File: src/rtl/fetch_queue.sv
// Instruction fetch stage: reads instruction memory at the PC over a req/ack
// handshake, queues {pc, instruction} for decode and pulses pc_push to advance.
module fetch_queue #(
  parameter int DEPTH = 2,
  parameter int AW    = 30
) (
  input  logic          clk,
  input  logic          reset,
  input  logic [31:0]   pc_addr,
  output logic          pc_push,
  output logic          imem_req,
  output logic [AW-1:0] imem_addr,
  input  logic          imem_ack,
  input  logic [31:0]   imem_rdata,
  input  logic          flush,
  output logic          ir_valid,
  input  logic          ir_ready,
  output logic [31:0]   ir_data,
  output logic [31:0]   ir_pc
);

  localparam int PW = $clog2(DEPTH);
  localparam int CW = PW + 1;
  localparam logic [CW-1:0] DepthC = CW'(DEPTH);

  typedef enum logic [1:0] {IDLE, REQ, ADV, DROP} state_e;

  state_e        state_q, state_d;
  logic [AW-1:0] req_addr_q, req_addr_d;
  logic [31:0]   data_q [DEPTH];
  logic [AW-1:0] pcs_q  [DEPTH];
  logic [PW-1:0] wptr_q, rptr_q;
  logic [CW-1:0] count_q;
  logic          wr_en;
  logic          rd_en;
  logic          unused_pc_hi;

  assign unused_pc_hi = ^pc_addr[31:AW];

  always_comb begin
    state_d    = state_q;
    req_addr_d = req_addr_q;
    wr_en      = 1'b0;
    unique case (state_q)
      IDLE: begin
        if (!flush && (count_q < DepthC)) begin
          req_addr_d = pc_addr[AW-1:0];
          state_d    = REQ;
        end
      end
      REQ: begin
        // A flush that races the ack wins: the returned word belongs to the old path.
        if (imem_ack && flush) begin
          state_d = IDLE;
        end else if (imem_ack) begin
          wr_en   = 1'b1;
          state_d = ADV;
        end else if (flush) begin
          state_d = DROP;
        end
      end
      ADV:     state_d = IDLE;
      DROP: begin
        if (imem_ack) state_d = IDLE;
      end
      default: state_d = IDLE;
    endcase
  end

  always_ff @(posedge clk or negedge reset) begin
    if (!reset) begin
      state_q    <= IDLE;
      req_addr_q <= '0;
    end else begin
      state_q    <= state_d;
      req_addr_q <= req_addr_d;
    end
  end

  assign ir_valid = (count_q != '0);
  assign rd_en    = ir_valid && ir_ready && !flush;

  // Pointers are PW bits wide so they wrap modulo DEPTH without extra logic.
  always_ff @(posedge clk or negedge reset) begin
    if (!reset) begin
      for (int i = 0; i < DEPTH; i++) begin
        data_q[i] <= '0;
        pcs_q[i]  <= '0;
      end
      wptr_q  <= '0;
      rptr_q  <= '0;
      count_q <= '0;
    end else if (flush) begin
      wptr_q  <= '0;
      rptr_q  <= '0;
      count_q <= '0;
    end else begin
      if (wr_en) begin
        data_q[wptr_q] <= imem_rdata;
        pcs_q[wptr_q]  <= req_addr_q;
        wptr_q         <= wptr_q + 1'b1;
      end
      if (rd_en) begin
        rptr_q <= rptr_q + 1'b1;
      end
      count_q <= count_q + CW'(wr_en) - CW'(rd_en);
    end
  end

  assign imem_req  = (state_q == REQ) || (state_q == DROP);
  assign imem_addr = req_addr_q;
  assign pc_push   = (state_q == ADV);
  assign ir_data   = data_q[rptr_q];
  assign ir_pc     = 32'(pcs_q[rptr_q]);

endmodule

File: config.mk
export PLATFORM = sky130hd
export DESIGN_NAME = fetch_queue
export DESIGN_NICKNAME = d
export VERILOG_FILES = /design/src/rtl/fetch_queue.sv
export SDC_FILE = /design/constraint.sdc
export NUM_CORES = 1
export LEC_CHECK = 0
export CAP_MARGIN = 20
export CORE_ASPECT_RATIO = 1.2
export CORE_MARGIN = 1
export CORE_UTILIZATION = 52
export CTS_BUF_LIST = sky130_fd_sc_hd__clkbuf_8
export CTS_CLUSTER_DIAMETER = 120
export DETAILED_ROUTE_END_ITERATION = 16
export GPL_TIMING_DRIVEN = 0
export PLACE_DENSITY = 0.83
export SYNTH_ARGS = -nofsm -noshare
export SYNTH_HDL_FRONTEND = slang
export SYNTH_SLANG_ARGS = --single-unit
File: constraint.sdc
create_clock -name clk -period 2.1 [get_ports clk]
set_clock_uncertainty 0.15 [all_clocks]
set_input_delay 0.21 -clock clk [delete_from_list [all_inputs] [get_ports clk]]
set_output_delay 0.21 -clock clk [all_outputs]
set_load 0.02 [all_outputs]
# Word level (Yosys, flattened, before mapping)
# Index checks and enable logic that the tools add are counted.
[totals] regBits=160 input_bits=69 output_inout_bits=97 word_cells=66
[op_classes] n_addsub=4 magnitude_cmp=4 eq_ne=6 n_mux=26 bitwise=3 reduce_logical=14
[op_table] operator="$mux 32" n=4
[op_table] operator="$mux 30" n=4
[op_table] operator="$bwmux 64" n=1
[op_table] operator="$bwmux 60" n=1
[op_table] operator="$demux 32 s1" n=1
[op_table] operator="$demux 30 s1" n=1
[op_table] operator="$mux 2" n=6
[op_table] operator="$pmux 2 s4" n=1
[op_table] operator="$mux 1" n=7
[op_table] operator="$reduce_bool 2->1" n=3
[op_table] operator="$logic_and 1x1->1" n=5
[op_table] operator="$eq 2x2->1 const B" n=2
[op_table] operator="$ge 2x2->1 const B" n=2
[op_table] operator="$ne 2x2->1 const B" n=2
[op_table] operator="$ne 4x4->1 const B" n=1
[op_table] operator="$not 1->2" n=2
[op_table] operator="$reduce_and 2->1" n=2
[op_table] operator="$reduce_and 3->1" n=1
[op_table] operator="$add 1x1->1 const B" n=2
[op_table] operator="$add 2x1->2" n=1
[op_table] operator="$eq 2x1->1 const B" n=1
[op_table] operator="$logic_not 2->1" n=1
[op_table] operator="$lt 2x1->1 const B" n=1
[op_table] operator="$lt 2x2->1 const B" n=1
[op_table] operator="other kinds (4)" n=4

# Depth between registers and ports, before layout
[depth] ltp_word=6 depth_mapped=7 mapped_depth_nobuf=7

# Worst setup path before layout
# OpenSTA, ideal clock, no wires.
[synth_path] path_kind="register to register" start="reg state_q[0]" end="reg req_addr_q[0], in the netlist imem_addr[0]" setup_time_ps=125 arrival_ps=1497 required_ps=1825 path_slack_ps=328 path_stages_with_launch=4 path_buffers=1 period_less_slack_ps=1772 cell_sequence="dfrtp_1 -> nor4_1 -> buf_2 -> mux2_2"
[synth_via] elab_chain_cells=2
[synth_lines] item="start: declaration" line_no="28" rtl="state_e state_q, state_d;"
[synth_lines] item="start signal: assignment" line_no="75" rtl="state_q <= state_d;"
[synth_lines] item="$logic_not 2->1" line_no="44" rtl="unique case (state_q)"
[synth_lines] item="$reduce_and 2->1 (no line)"
[synth_lines] item="end signal: assignment" line_no="76" rtl="req_addr_q <= req_addr_d;"
[synth_lines] item="end: declaration" line_no="29" rtl="logic [AW-1:0] req_addr_q, req_addr_d;"
# No other way between the ends.
# A chain may end at the register's enable or synchronous reset.

# Final worst setup path
[layout_path] start="reg rptr_q" end="out ir_pc[9]"
[layout_via] elab_chain_cells=4
[layout_lines] item="start: declaration" line_no="32" rtl="logic [PW-1:0] wptr_q, rptr_q;"
[layout_lines] item="start signal: assignment" line_no="104" rtl="rptr_q <= rptr_q + 1'b1;"
[layout_lines] item="$not 1->2 (not written as such)" line_no="114" rtl="assign ir_pc = 32'(pcs_q[rptr_q]);"
[layout_lines] item="$mux 30 (not written as such) (3 in series)" line_no="114"
[layout_lines] item="end: declaration" line_no="19" rtl="output logic [31:0] ir_pc"
# No other way between the ends. The select of a mux whose other input is x is not followed.

==> summary.txt <==
Die Ht -> 129.3 µm
total grt overflow -> 0
row count -> 46
max_cap viols -> 0
Routed Antenna Nets -> 0
Worst R2R Start -> state_q[0]
switching power total -> 4.614 mW
reg2reg setup slack -> 0.11 ns
Hold WC Path Type -> input pin to flip-flop
Syn-to-layout area delta -> 30.22%
Initial Utilization -> 53.31%
# fillers -> 959
initial antenna violation count -> 0
die span in x -> 108.1 µm
First-pass DRT Iterations -> 4
#FFs+latches synth -> 160
placed cell area -> 8881 µm²
# clock sinks -> 160
Tcrit/Tclk final -> 95.97%
# DRC -> 0
boundary pin count -> 166
Critical Path RT -> 1.74 ns
Clock Latency Late Sink -> 0.44 ns
Reg clk slew, reported paths -> 0.08 ns
fmax -> 496.2 MHz
VDD IR max -> 0.8460 mV
Final Critical Period -> 2.015 ns
Net Sw Frac -> 34.03%
Total Neg Setup Slack -> 0 ns
buffers added on ports -> 161
GRT Total Usage -> 22.40%
hold_sp -> pc_addr[6]
htree depth -> 4
Setup crit start -> rptr_q
synthesized area per cell -> 16.42 µm²
Finished Cell Area -> 9150 µm²
most frequent cells in the layout -> dfrtp_1 (159), mux2_2 (154), clkdlybuf4s50_1 (96)
Pint -> 8.945 mW
CTS buffer count -> 17
clock power share -> 17.1%
global-route wire length before repair -> 23.49 mm
proportion of layout cells with a drive suffix above 1 -> 54.15%
commonest non-fill, non-tap cell in the layout -> dfrtp_1
Vias -> 4,147
Clock Path Buffers -> 2
Pwr Total -> 13.56 mW
Net count, final -> 686
Worst-Margin Slew -> 0.7930 ns
post-synth cell types -> 25
Hold Crit Depth -> 2
largest net degree at the start of global routing -> 88
First DRT Iteration DRCs -> 115
wire per inst -> 18.31 µm
Comb power frac -> 43.6%
cells after synthesis -> 428
TritonCTS clock tree -> yes
RSZ-0062 raised after global routing -> true
fin. max-slew vios -> 0
Pwr Density -> 1482 nW/µm²
global placer's final weighted congestion -> 0.7482
Worst slew margin -> 47.13%
CTS root buf -> clkbuf_8
worst reg2reg path depth -> 3
status -> finished clean
die area -> 13,980 µm²
Leakage Power -> 4.359 nW
CP endpoint kind -> output pin
WS Path Type -> flip-flop to output pin
Final Setup Violations -> 0
area of the mapped netlist -> 7027 µm²
Worst EP arrival -> 1.66 ns
worst-path maximum fanout -> 10
Flop pwr share -> 39.3%
crit path launch type -> flip-flop
Final HPWL DP -> 10.13 mm
core footprint -> 13,180 µm²
vias per std cell -> 5.223
number of global-route vias before repair -> 4,513
Seq/Total Area, Yosys -> 56.98%
Yosys warning count -> 0
Final Hold Vio Count -> 0
DRT Wirelength -> 14.54 mm
ant diodes -> 0
-- cell usage after synthesis, drive strengths merged --
library cell | n | area [µm²]
a21o | 1 | 7.510
and3 | 1 | 6.260
buf | 18 | 150.1
clkbuf | 8 | 30.03
conb | 1 | 3.750
dfrtp | 160 | 4004
ha | 2 | 25.02
inv | 3 | 11.26
mux2 | 216 | 2658
nand3b | 1 | 7.510
nand4bb | 1 | 27.53
nor2 | 4 | 17.52
nor2b | 2 | 12.51
nor4 | 1 | 6.260
o21ai | 3 | 15.01
or2 | 2 | 12.52
or3 | 1 | 6.260
xnor2 | 1 | 8.760
xor2 | 2 | 17.52
-- critical path, stage by stage (launching register included) --
cell and delay [ns]:
dfrtp_2 0.40, buf_6 0.14, clkbuf_16 0.17, mux2_2 0.34, buf_2 0.16
-- power groups by stage --
stage | combinational [mW] | sequential (mW) | clock (mW)
after detailed placement | 6.52 | 5.38 | 0
final | 5.91 | 5.33 | 2.31
after CTS | 6.19 | 5.34 | 2.38
after floorplan | 3.60 | 5.47 | 0
after global placement | 6.41 | 5.26 | 0
after global routing | 6.28 | 5.52 | 2.50
-- registers in the layout, indices dropped and copies added, names as in the netlist --
name / count
count_q: 2
data_q: 64
imem_addr: 30
pcs_q: 60
rptr_q: 1
state_q: 2
wptr_q: 1
-- per-stage QoR --
step                worst slack (ns)  hold slack (ns)  cells  utilization (%)
floorplan                     0.3277          -0.2356    429                -
global placement              -5.560           0.3312    758            67.16
detailed placement           -0.6476           0.1833    759            67.38
CTS                         -0.06826           0.1876    794            70.59
global route                -0.01273           0.1809    794            69.42
finish                       0.08466           0.2243    794            69.42
-- final cells by class --
type                       count  area [µm²]  area share (%)
buffer                        25       282.8           3.090
clock buffer                  21       289.0           3.159
clock inverter                 9       116.4           1.272
inverter                       3       11.26          0.1231
multi-input combinational    240        2846           31.11
sequential                   160        4005           43.77
tap                          168       210.2           2.297
timing repair buffer         168        1389           15.18
-- routing by layer --
metal / track usage [%] / part of all wire, % / vias to the layer above
met5: 0 / 0 / -
met4: 9.347 / 2.4 / 0
met3: 6.036 / 5.2 / 29
met2: 38.14 / 53 / 103
met1: 26.78 / 40 / 2125
li1: - / - / 1890
-- path summary, 6_finish.rpt --
path                                      end
min in group asynchronous       imem_addr[18]
worst min-delay path             imem_addr[6]
worst min register to register     data_q[31]
max in group asynchronous            pcs_q[3]
worst max register to register  imem_addr[19]
worst max-delay path                 ir_pc[9]
-- cell families after synthesis --
family / count (synthesis) / share of synthesized area (%)
adders and majority gates: 2 / 0.3561
xor gates and xnor gates: 3 / 0.3740
buffers and inverters: 29 / 2.724
muxes: 216 / 37.82
AOI/OAI and AO/OA: 4 / 0.3205
DFF: 160 / 56.98
and+or+nand+nor: 13 / 1.371
other: 1 / 0.05337
-- repair_timing --
item	CTS	global route
resized for setup	239	39
gates cloned	0	0
hold buffers	1	0
setup endpoints to repair	92	44
endpoints found under the hold margin	86	0
setup buffers	5	0
No activity file was read; power rests on OpenSTA's default activity.
